`src/rtl/instr_mem_loader_pkg.sv`:
```
// Shared constants and FSM state type for the instruction-memory loader.
// Widths here are also used by fetch and the instruction memory itself.
package instr_mem_loader_pkg;

   localparam int DATA_W = 32;
   localparam int ADDR_W = 8;
   localparam int DEPTH  = 256;

   typedef enum logic [1:0] {
      IDLE = 2'd0,
      LOAD = 2'd1,
      DONE = 2'd2
   } state_e;

endpackage

```
`src/rtl/instr_mem_loader_if.sv`:
```
// Stream input and instruction-memory write port of the loader.
// The master side feeds words and observes writes; the slave side is the loader.
interface instr_mem_loader_if #(
   parameter int DATA_W = instr_mem_loader_pkg::DATA_W,
   parameter int ADDR_W = instr_mem_loader_pkg::ADDR_W
);

   logic              in_valid;
   logic [DATA_W-1:0] in_data;
   logic              in_ready;
   logic              mem_we;
   logic [ADDR_W-1:0] mem_addr;
   logic [DATA_W-1:0] mem_wdata;

   modport master (
      output in_valid, in_data,
      input  in_ready, mem_we, mem_addr, mem_wdata
   );

   modport slave (
      input  in_valid, in_data,
      output in_ready, mem_we, mem_addr, mem_wdata
   );

endinterface

```
`src/rtl/instr_mem_loader_wrport.sv`:
```
// Registered write-port stage: every accepted word appears on the memory port
// exactly one cycle later, and the running checksum advances on the same edge.
module instr_mem_loader_wrport #(
   parameter int DATA_W = instr_mem_loader_pkg::DATA_W,
   parameter int ADDR_W = instr_mem_loader_pkg::ADDR_W
) (
   input  logic              clk,
   input  logic              reset,
   input  logic              wr_en,
   input  logic [ADDR_W-1:0] wr_addr,
   input  logic [DATA_W-1:0] wr_data,
   input  logic              sum_clr,
   output logic              mem_we,
   output logic [ADDR_W-1:0] mem_addr,
   output logic [DATA_W-1:0] mem_wdata,
   output logic [DATA_W-1:0] checksum
);

   logic              mem_we_q,    mem_we_d;
   logic [ADDR_W-1:0] mem_addr_q,  mem_addr_d;
   logic [DATA_W-1:0] mem_wdata_q, mem_wdata_d;
   logic [DATA_W-1:0] checksum_q,  checksum_d;

   always_comb begin
      mem_we_d    = wr_en;
      mem_addr_d  = mem_addr_q;
      mem_wdata_d = mem_wdata_q;
      checksum_d  = checksum_q;
      if (wr_en) begin
         mem_addr_d  = wr_addr;
         mem_wdata_d = wr_data;
         checksum_d  = checksum_q + wr_data;
      end
      // Clear only comes from IDLE, so it never collides with a write.
      if (sum_clr) begin
         checksum_d = '0;
      end
   end

   always_ff @(posedge clk or negedge reset) begin
      if (!reset) begin
         mem_we_q    <= 1'b0;
         mem_addr_q  <= '0;
         mem_wdata_q <= '0;
         checksum_q  <= '0;
      end else begin
         mem_we_q    <= mem_we_d;
         mem_addr_q  <= mem_addr_d;
         mem_wdata_q <= mem_wdata_d;
         checksum_q  <= checksum_d;
      end
   end

   assign mem_we    = mem_we_q;
   assign mem_addr  = mem_addr_q;
   assign mem_wdata = mem_wdata_q;
   assign checksum  = checksum_q;

endmodule

```
`src/rtl/instr_mem_loader.sv`:
```
// Loads a burst of instruction words into consecutive addresses of the
// instruction store while holding the CPU in halt; reports done/error/checksum.
module instr_mem_loader #(
   parameter int DATA_W = instr_mem_loader_pkg::DATA_W,
   parameter int ADDR_W = instr_mem_loader_pkg::ADDR_W,
   parameter int DEPTH  = instr_mem_loader_pkg::DEPTH
) (
   input  logic              clk,
   input  logic              reset,
   input  logic              start,
   input  logic [ADDR_W-1:0] base_addr,
   input  logic [ADDR_W:0]   word_count,
   input  logic              abort,
   instr_mem_loader_if.slave bus,
   output logic              cpu_halt,
   output logic              busy,
   output logic              done,
   output logic              error,
   output logic [DATA_W-1:0] checksum
);

   import instr_mem_loader_pkg::*;

   localparam logic [ADDR_W+1:0] DEPTH_X = (ADDR_W+2)'(DEPTH);
   localparam logic [ADDR_W:0]   CNT_ONE = (ADDR_W+1)'(1);
   localparam logic [ADDR_W-1:0] ADR_ONE = ADDR_W'(1);

   state_e            state_q,     state_d;
   logic [ADDR_W-1:0] addr_q,      addr_d;
   logic [ADDR_W:0]   remaining_q, remaining_d;
   logic              error_q,     error_d;

   logic [ADDR_W+1:0] end_addr;
   logic              cmd_ok;
   logic              hs;
   logic              last_word;
   logic              sum_clr;

   // One spare bit so an out-of-range word_count cannot wrap past the check.
   assign end_addr  = {2'b00, base_addr} + {1'b0, word_count};
   assign cmd_ok    = (word_count != '0) && (end_addr <= DEPTH_X);

   assign bus.in_ready = (state_q == LOAD);
   assign hs           = bus.in_valid & bus.in_ready & ~abort;
   assign last_word    = (remaining_q == CNT_ONE);

   always_comb begin
      state_d     = state_q;
      addr_d      = addr_q;
      remaining_d = remaining_q;
      error_d     = error_q;
      sum_clr     = 1'b0;
      case (state_q)
         IDLE: begin
            if (start) begin
               if (cmd_ok) begin
                  state_d     = LOAD;
                  addr_d      = base_addr;
                  remaining_d = word_count;
                  error_d     = 1'b0;
                  sum_clr     = 1'b1;
               end else begin
                  error_d     = 1'b1;
               end
            end
         end
         LOAD: begin
            if (abort) begin
               state_d = IDLE;
               error_d = 1'b1;
            end else if (hs) begin
               remaining_d = remaining_q - CNT_ONE;
               // Holding the address on the last word keeps a top-of-memory load from wrapping.
               if (last_word) begin
                  state_d = DONE;
               end else begin
                  addr_d  = addr_q + ADR_ONE;
               end
            end
         end
         DONE:    state_d = IDLE;
         default: state_d = IDLE;
      endcase
   end

   always_ff @(posedge clk or negedge reset) begin
      if (!reset) begin
         state_q     <= IDLE;
         addr_q      <= '0;
         remaining_q <= '0;
         error_q     <= 1'b0;
      end else begin
         state_q     <= state_d;
         addr_q      <= addr_d;
         remaining_q <= remaining_d;
         error_q     <= error_d;
      end
   end

   instr_mem_loader_wrport #(
      .DATA_W (DATA_W),
      .ADDR_W (ADDR_W)
   ) u_wrport (
      .clk       (clk),
      .reset     (reset),
      .wr_en     (hs),
      .wr_addr   (addr_q),
      .wr_data   (bus.in_data),
      .sum_clr   (sum_clr),
      .mem_we    (bus.mem_we),
      .mem_addr  (bus.mem_addr),
      .mem_wdata (bus.mem_wdata),
      .checksum  (checksum)
   );

   assign busy     = (state_q != IDLE);
   assign cpu_halt = (state_q != IDLE);
   assign done     = (state_q == DONE);
   assign error    = error_q;

endmodule

```
`src/flat_wrapper.sv`:
```
// flat-port wrapper written by rule: the top's interface ports become plain ports
module instr_mem_loader_flat import instr_mem_loader_pkg::*;
#(
   parameter int DATA_W = instr_mem_loader_pkg::DATA_W,
   parameter int ADDR_W = instr_mem_loader_pkg::ADDR_W,
   parameter int DEPTH  = instr_mem_loader_pkg::DEPTH
)
  (clk, reset, start, base_addr, word_count, abort, cpu_halt, busy, done, error, checksum, bus_in_valid, bus_in_data, bus_in_ready, bus_mem_we, bus_mem_addr, bus_mem_wdata);
  instr_mem_loader_if #(.DATA_W(DATA_W), .ADDR_W(ADDR_W)) bus_i ();
  input  logic clk;
  input  logic reset;
  input  logic start;
  input  logic [ADDR_W-1:0] base_addr;
  input  logic [ADDR_W:0] word_count;
  input  logic abort;
  output logic cpu_halt;
  output logic busy;
  output logic done;
  output logic error;
  output logic [DATA_W-1:0] checksum;
  input wire logic [$bits(bus_i.in_valid)-1:0] bus_in_valid;
  input wire logic [$bits(bus_i.in_data)-1:0] bus_in_data;
  output wire logic [$bits(bus_i.in_ready)-1:0] bus_in_ready;
  output wire logic [$bits(bus_i.mem_we)-1:0] bus_mem_we;
  output wire logic [$bits(bus_i.mem_addr)-1:0] bus_mem_addr;
  output wire logic [$bits(bus_i.mem_wdata)-1:0] bus_mem_wdata;
  assign bus_i.in_valid = bus_in_valid;
  assign bus_i.in_data = bus_in_data;
  assign bus_in_ready = bus_i.in_ready;
  assign bus_mem_we = bus_i.mem_we;
  assign bus_mem_addr = bus_i.mem_addr;
  assign bus_mem_wdata = bus_i.mem_wdata;
  instr_mem_loader #(.DATA_W(DATA_W), .ADDR_W(ADDR_W), .DEPTH(DEPTH)) u_core (.clk(clk), .reset(reset), .start(start), .base_addr(base_addr), .word_count(word_count), .abort(abort), .bus(bus_i), .cpu_halt(cpu_halt), .busy(busy), .done(done), .error(error), .checksum(checksum));
endmodule
```
`config.mk`:
```
export PLATFORM = sky130hd
export DESIGN_NAME = instr_mem_loader_flat
export DESIGN_NICKNAME = d
export VERILOG_FILES = /design/src/rtl/instr_mem_loader_pkg.sv /design/src/rtl/instr_mem_loader_if.sv /design/src/rtl/instr_mem_loader_wrport.sv /design/src/rtl/instr_mem_loader.sv /design/src/flat_wrapper.sv
export SDC_FILE = /design/constraint.sdc
export NUM_CORES = 1
export LEC_CHECK = 0
export CAP_MARGIN = 20
export CELL_PAD_IN_SITES_DETAIL_PLACEMENT = 0
export CELL_PAD_IN_SITES_GLOBAL_PLACEMENT = 1
export CORE_MARGIN = 4
export CORE_UTILIZATION = 44
export CTS_BUF_LIST = sky130_fd_sc_hd__clkbuf_4
export CTS_CLUSTER_SIZE = 20
export DETAILED_ROUTE_END_ITERATION = 7
export PLACE_DENSITY_LB_ADDON = 0.1
export SKIP_LAST_GASP = 1
export SYNTH_ARGS = -nofsm -noshare
export SYNTH_HDL_FRONTEND = slang
export SYNTH_HIERARCHICAL = 1
export SYNTH_SLANG_ARGS = --single-unit
```
`constraint.sdc`:
```
create_clock -name clk -period 5.4 [get_ports clk]
set_input_delay 0.81 -clock clk [delete_from_list [all_inputs] [get_ports clk]]
set_output_delay 0.81 -clock clk [all_outputs]
set_load 0.01 [all_outputs]
```
==> results of run 1 <==
## area by class of cell
type | instances | area (um2)
Multi-Input combinational cell | 514 | 3756
Inverter | 20 | 76.32
Clock buffer | 9 | 67.56
Fill cell | 1261 | 6062
Timing Repair Buffer | 135 | 1339
Tap cell | 180 | 225.2
Clock inverter | 7 | 81.33
Sequential cell | 93 | 2327
## final timing paths
path                                                 end  cells after the start                          start
max reg2reg                             u_core/addr_q[1]                      8              u_core/state_q[0]
min reg2reg                u_core/u_wrport/mem_wdata[25]                      1  u_core/u_wrport/mem_wdata[25]
min                          u_core/u_wrport/checksum[1]                      1                          reset
min in group clk           u_core/u_wrport/mem_wdata[25]                      1  u_core/u_wrport/mem_wdata[25]
max                         u_core/u_wrport/checksum[28]                     13                  word_count[0]
max in group asynchronous    u_core/u_wrport/mem_addr[1]                      2                          reset
## cells in the mapped netlist (4+ instances only)
library cell  number  area, um2
ha_1              42      525.5
a211oi_1           7      52.55
nor2b_1            5      31.28
and3_1             5      31.28
nor2_1            62      232.7
mux2_2            43      484.2
mux2i_1           22      220.2
clkbuf_1          18      67.56
nand3_1           23      115.1
nand4_1           10      62.56
inv_1             20      75.07
o21ai_1            4      20.02
buf_1              9      33.78
dfrtp_1           93       2327
o21ai_0           31      155.2
xor2_1            16      140.1
a21o_1            19      142.6
nand2b_1           8      50.05
nor4_1             5      31.28
xnor2_1           13      113.9
o22ai_1            5      31.28
a22o_1             6      52.55
a21oi_1           49      245.2
nand2_1           42      157.7
a31oi_1            6      37.54
nor3_1            14      70.07
## power groups by stage
stage          clock network [mW]  logic, mW  registers, mW
3_3_place_gp                    0       2.27           1.27
5_1_grt                     0.463       2.53           1.31
6_report                    0.424       2.31           1.26
4_1_cts                     0.442       2.32           1.27
2_1_floorplan                   0       1.29           1.35
3_5_place_dp                    0       2.31           1.28
## flip-flops by register name (all words and copies together) (netlist names)
signal,flops
u_core/addr_q,8
u_core/state_q,2
u_core/error,1
u_core/remaining_q,9
u_core/u_wrport/mem_wdata,32
u_core/u_wrport/checksum,32
u_core/u_wrport/mem_we,1
u_core/u_wrport/mem_addr,8
## kinds of logic (layout without fill, tap and decap cells)
kind of cell | after synthesis | in the layout | share of synthesized area (%)
compound gates | 178 | 178 | 19.53
xor+xnor | 29 | 29 | 4.046
fa+ha+maj | 44 | 44 | 9.009
buf+inv | 50 | 171 | 3.129
flops | 93 | 93 | 37.07
mux | 67 | 67 | 11.58
simple gates | 196 | 196 | 15.63
## layer usage
metal,GRT usage [%],routed length [um],vias to the layer above
met4,5.489,198,0
met1,29.70,7920,2726
met3,3.846,888,14
met5,0,0,-
met2,34.19,8020,138
li1,-,-,2671
## metrics by stage
step,instances,setup slack (ps),cell area (um2)
global placement,942,1145,7724
floorplan,657,1783,6277
detailed placement,942,1045,7724
global route,958,1365,7873
finish,958,1520,7873
CTS,958,1582,7873
==> impl_metrics.yaml, run 1 <==
timing:
  period_share_pct: 71.85
  skew_ps: 13.44
  slew_viol_final: 0
  min_period_ps: 3880
  slew_headroom_pct: 47.91
  fin_tns_setup_ps: 0
  setup_violations: 0
  worst_slew_pin_slew_ps: 774.2
  hold_violations: 0
  timing.fmax_mhz: 257.8
  holdWs_ps: 281.6
  rsz0062_at_grt: "false"
synth:
  synth_seq_cells: 93
  ys.flop_type: "dfrtp_1"
  synth_fp_nets: 755
  synth_area_mm2: 0.006277
  synthCells: 657
  avgSynthCellArea_um2: 9.554
  synth_seq_area_share_pct: 37.07
  synth-edff-count: 0
  ys_types: 71
  yosysWarningCount: 6
  async_flop_share_pct: 100.0
clock_network:
  cts_made_buffers: 9
  clk_pin_slew_ps: 160
  cts.sinks: 93
  postCtsSetupRepairBufs: 0
  htreeDepth: 3
  cts_resized: 0
  cts_buffer_depth: 2
  holdBufCountCts: 0
  insertion_delay_ps: 490
  cts_root_buffer: "clkbuf_4"
  cts_tree: "built"
global_routing:
  grt_pass1_wl_mm: 28.20
  grt_pass1_vias: 5534
  grt_use_total_pct: 21.26
  grt_overflow_total: 0
  grt_max_degree: 50
  antenna_found_initial: 0
setup_path:
  critPathMaxFanout: 38
  r2r_setup_slack_ps: 2240
  critical_path_class: "primary input to flip-flop"
  crit_family: "simple AND/OR/NAND/NOR gates"
  worstPathCellList: "clkdlybuf4s50_1 -> ha_1 -> fa_1 -> nor2_1 -> o221a_2 -> nand4_1 -> nor4_2 -> a21oi_1 -> nor2_2 -> buf_4 -> nor2b_1 -> nor3b_1 -> a211o_1"
  worst_path_largest_cell_delay_ps: 530
  cp.required_ps: 5790
  cp.arrival_ps: 4270
  slowest_stage: "clkdlybuf4s50_1"
  crit_path_end_kind: "flip-flop"
  cp-start-kind: "primary input"
  worst-path-buf-inv: 2
finish:
  areaGrowthSynthToFinish_pct: 25.41
  most-common-layout-cells: "clkdlybuf4s50_1 (130), dfrtp_1 (93), nor2_1 (61)"
  nets: 871
  final_common_cell: "clkdlybuf4s50_1"
  drive_gt1_share_pct: 10.80
  n_antenna_cell: 0
  post-route-util_pct: 56.50
power_and_ir_drop:
  clkPwrFrac_pct: 10.6
  ir_worst_vdd_mv: 0.1875
  power_switching_mw: 1.677
  finalPower_mw: 3.994
  p_int_mw: 2.317
  combPwrFrac_pct: 57.8
  power_density_mw_per_mm2: 507.4
  seqPwrFrac_pct: 31.6
  power.leakage_nw: 3.400
  swShare_pct: 41.98
route:
  dr_total_vias: 5549
  drc: 0
  wl_per_cell_um: 17.77
  ant_nets: 0
  viasPerCell: 5.792
  drt-pass1-iter-count: 6
  drt_iter0_markers: 327
  drt_wl_total_mm: 17.03
place:
  dp.final_hpwl_mm: 12.86
  port_buffers: 131
  gp_congestion: 0.8881
die:
  fp.dieH_um: 127.4
  die-area_mm2: 0.01624
  pin_count: 132
  core-area_mm2: 0.01393
  start_util_pct: 45.05
  rows: 43
  chipWidth_um: 127.4
flow_run:
  maxCapViolations: 0
worst_hold_path:
  hp-class: "primary input to asynchronous set/reset pin"
run_status:
  status: "finished, final reports clean"
(Power assumes the default switching activity.)
==> run 2: changes to the inputs <==
--- a/config.mk
+++ b/config.mk
@@ -9,7 +9,7 @@
 export CELL_PAD_IN_SITES_DETAIL_PLACEMENT = 0
 export CELL_PAD_IN_SITES_GLOBAL_PLACEMENT = 1
 export CORE_MARGIN = 4
-export CORE_UTILIZATION = 44
+export CORE_UTILIZATION = 41
 export CTS_BUF_LIST = sky130_fd_sc_hd__clkbuf_4
 export CTS_CLUSTER_SIZE = 20
 export DETAILED_ROUTE_END_ITERATION = 7
==> constraint.sdc (replaced) <==
create_clock -name clk -period 3.8 [get_ports clk]
set_input_delay 0.57 -clock clk [delete_from_list [all_inputs] [get_ports clk]]
set_output_delay 0.57 -clock clk [all_outputs]
set_load 0.01 [all_outputs]
==> run 2 against run 1 <==
Effect of this change: cell count is 1.5% higher; worst hold slack got worse by 240 ps; largest cell class unchanged; power is 42% higher; highest routed layer unchanged; sequential share of layout area is 0.25 points lower; combinational power grew 43%.
==> impl_metrics.yaml, run 2 (synthesis gave the netlist of run 1 again) <==
timing:
  fin_ws_ps: 492.4
  worst_slew_pin_slew_ps: 636.5
  timing.fmax_mhz: 302.3
  setup_violations: 0
  skew_ps: 17.55
  period_share_pct: 87.04
  slew_headroom_pct: 57.17
  slew_viol_final: 0
  rsz0062_at_grt: "false"
  min_period_ps: 3308
  hold_violations: 0
die:
  fp.dieH_um: 131.7
  chipWidth_um: 131.7
  pin_count: 132
  rows: 44
  start_util_pct: 42.55
  core-area_mm2: 0.01475
  die-area_mm2: 0.01735
power_and_ir_drop:
  power.leakage_nw: 3.448
  p_int_mw: 3.297
  power_density_mw_per_mm2: 715.5
  combPwrFrac_pct: 58.3
  seqPwrFrac_pct: 31.6
  ir_worst_vdd_mv: 0.2827
  clkPwrFrac_pct: 10.1
  swShare_pct: 41.95
  power_switching_mw: 2.383
setup_path:
  cp-start-kind: "primary input"
  critPathMaxFanout: 9
  critical_path_class: "primary input to flip-flop"
  cp.arrival_ps: 3690
  crit_path_end_kind: "flip-flop"
  cp.required_ps: 4180
  r2r_setup_slack_ps: 930
finish:
  post-route-util_pct: 53.81
  seq_area_mm2: 0.002327
  final_common_cell: "clkdlybuf4s50_1"
  final_design_area_no_fill_mm2: 0.007939
  nets: 880
  most-common-layout-cells: "clkdlybuf4s50_1 (130), dfrtp_1 (93), nor2_1 (61)"
  drive_gt1_share_pct: 11.82
  areaGrowthSynthToFinish_pct: 26.47
  final.fill_count: 1378
  multi_input_area_mm2: 0.003756
clock_network:
  insertion_delay_ps: 480
  clk_pin_slew_ps: 160
  cts.sinks: 93
  cts_tree: "built"
  cts_root_buffer: "clkbuf_4"
  holdBufCountCts: 0
  htreeDepth: 3
  cts_buffer_depth: 2
  cts_resized: 0
  postCtsSetupRepairBufs: 0
  cts_made_buffers: 9
route:
  ant_nets: 0
  viasPerCell: 5.657
  wl_per_cell_um: 18.31
  drt-pass1-iter-count: 6
  drc: 0
  drt_iter0_markers: 370
  drt_wl_total_mm: 17.79
  dr_total_vias: 5499
global_routing:
  grt_max_degree: 42
  grt_pass1_vias: 5529
  grt_use_total_pct: 20.10
  grt_overflow_total: 0
  antenna_found_initial: 1
  grt_pass1_wl_mm: 29.00
run_status:
  status: "finished, final reports clean"
place:
  pre_cts_ws_ps: -5.753
  port_buffers: 131
  dpl_cell_area_mm2: 0.007796
  dp.final_hpwl_mm: 13.71
  gp_congestion: 0.8823
flow_run:
  maxCapViolations: 0
worst_hold_path:
  hp-class: "primary input to asynchronous set/reset pin"
run 2: cell types whose count changed in the layout (fill, tap and decap cells not counted):
cell,before,now
buf_4,5,14
clkinv_2,1,3
clkinvlp_4,3,2
inv_8,1,0
diode_2,0,1
run 2: worst max-delay path: stages:
cell             delay (ps)
clkdlybuf4s50_1         480
ha_1                    250
fa_1                    430
xnor2_1                 200
o31a_1                  160
nand4_1                 110
nor4_2                  330
a21oi_1                 140
nor2_2                  360
nor2_1                  260
a221o_1                 390
run 2: final cells by class:
cell class                      count  share of cell area, %
Clock buffer                        9                 0.8511
Clock inverter                      7                 0.9141
Timing Repair Buffer              144                  17.71
Inverter                           20                 0.9614
Antenna cell                        1                0.03152
Sequential cell                    93                  29.31
Tap cell                          184                  2.900
Multi-Input combinational cell    514                  47.31
run 2: final timing paths:
path,start,depth (start not counted),end
setup / recovery,word_count[0],11,u_core/u_wrport/checksum[29]
hold / removal,reset,1,u_core/u_wrport/mem_wdata[0]
setup reg to reg,u_core/u_wrport/checksum[1],8,u_core/u_wrport/checksum[31]
hold reg to reg,u_core/u_wrport/mem_wdata[5],1,u_core/u_wrport/mem_wdata[5]
max in group asynchronous,reset,2,u_core/u_wrport/checksum[22]
min in group clk,u_core/u_wrport/mem_wdata[5],1,u_core/u_wrport/mem_wdata[5]
run 2: per-layer routing:
metal  up-vias  routed length [um]  track usage, %
met2       116                8187           31.75
met3        19                 706           4.466
met1      2687                8655           28.15
li1       2677                   -               -
met5         -                   0               0
met4         0                 244           5.018
run 2: stage by stage:
step	hold slack, ps	power [mW]	TNS [ps]	cells
final	39.74	5.680	0	972
after global routing	30.07	6.104	0	972
after detailed placement	487.8	5.117	-5.753	955
after global placement	487.5	5.081	0	955
after CTS	26.87	5.715	0	971
after floorplan	274.4	3.742	0	657
run 2: power groups by stage:
stage               Clock [mW]  Sequential (mW)  Combinational, mW
finish                   0.573             1.80               3.31
global route             0.637             1.86               3.61
CTS                      0.600             1.80               3.31
detailed placement           0             1.82               3.30
global placement             0             1.81               3.28
floorplan                    0             1.91               1.83
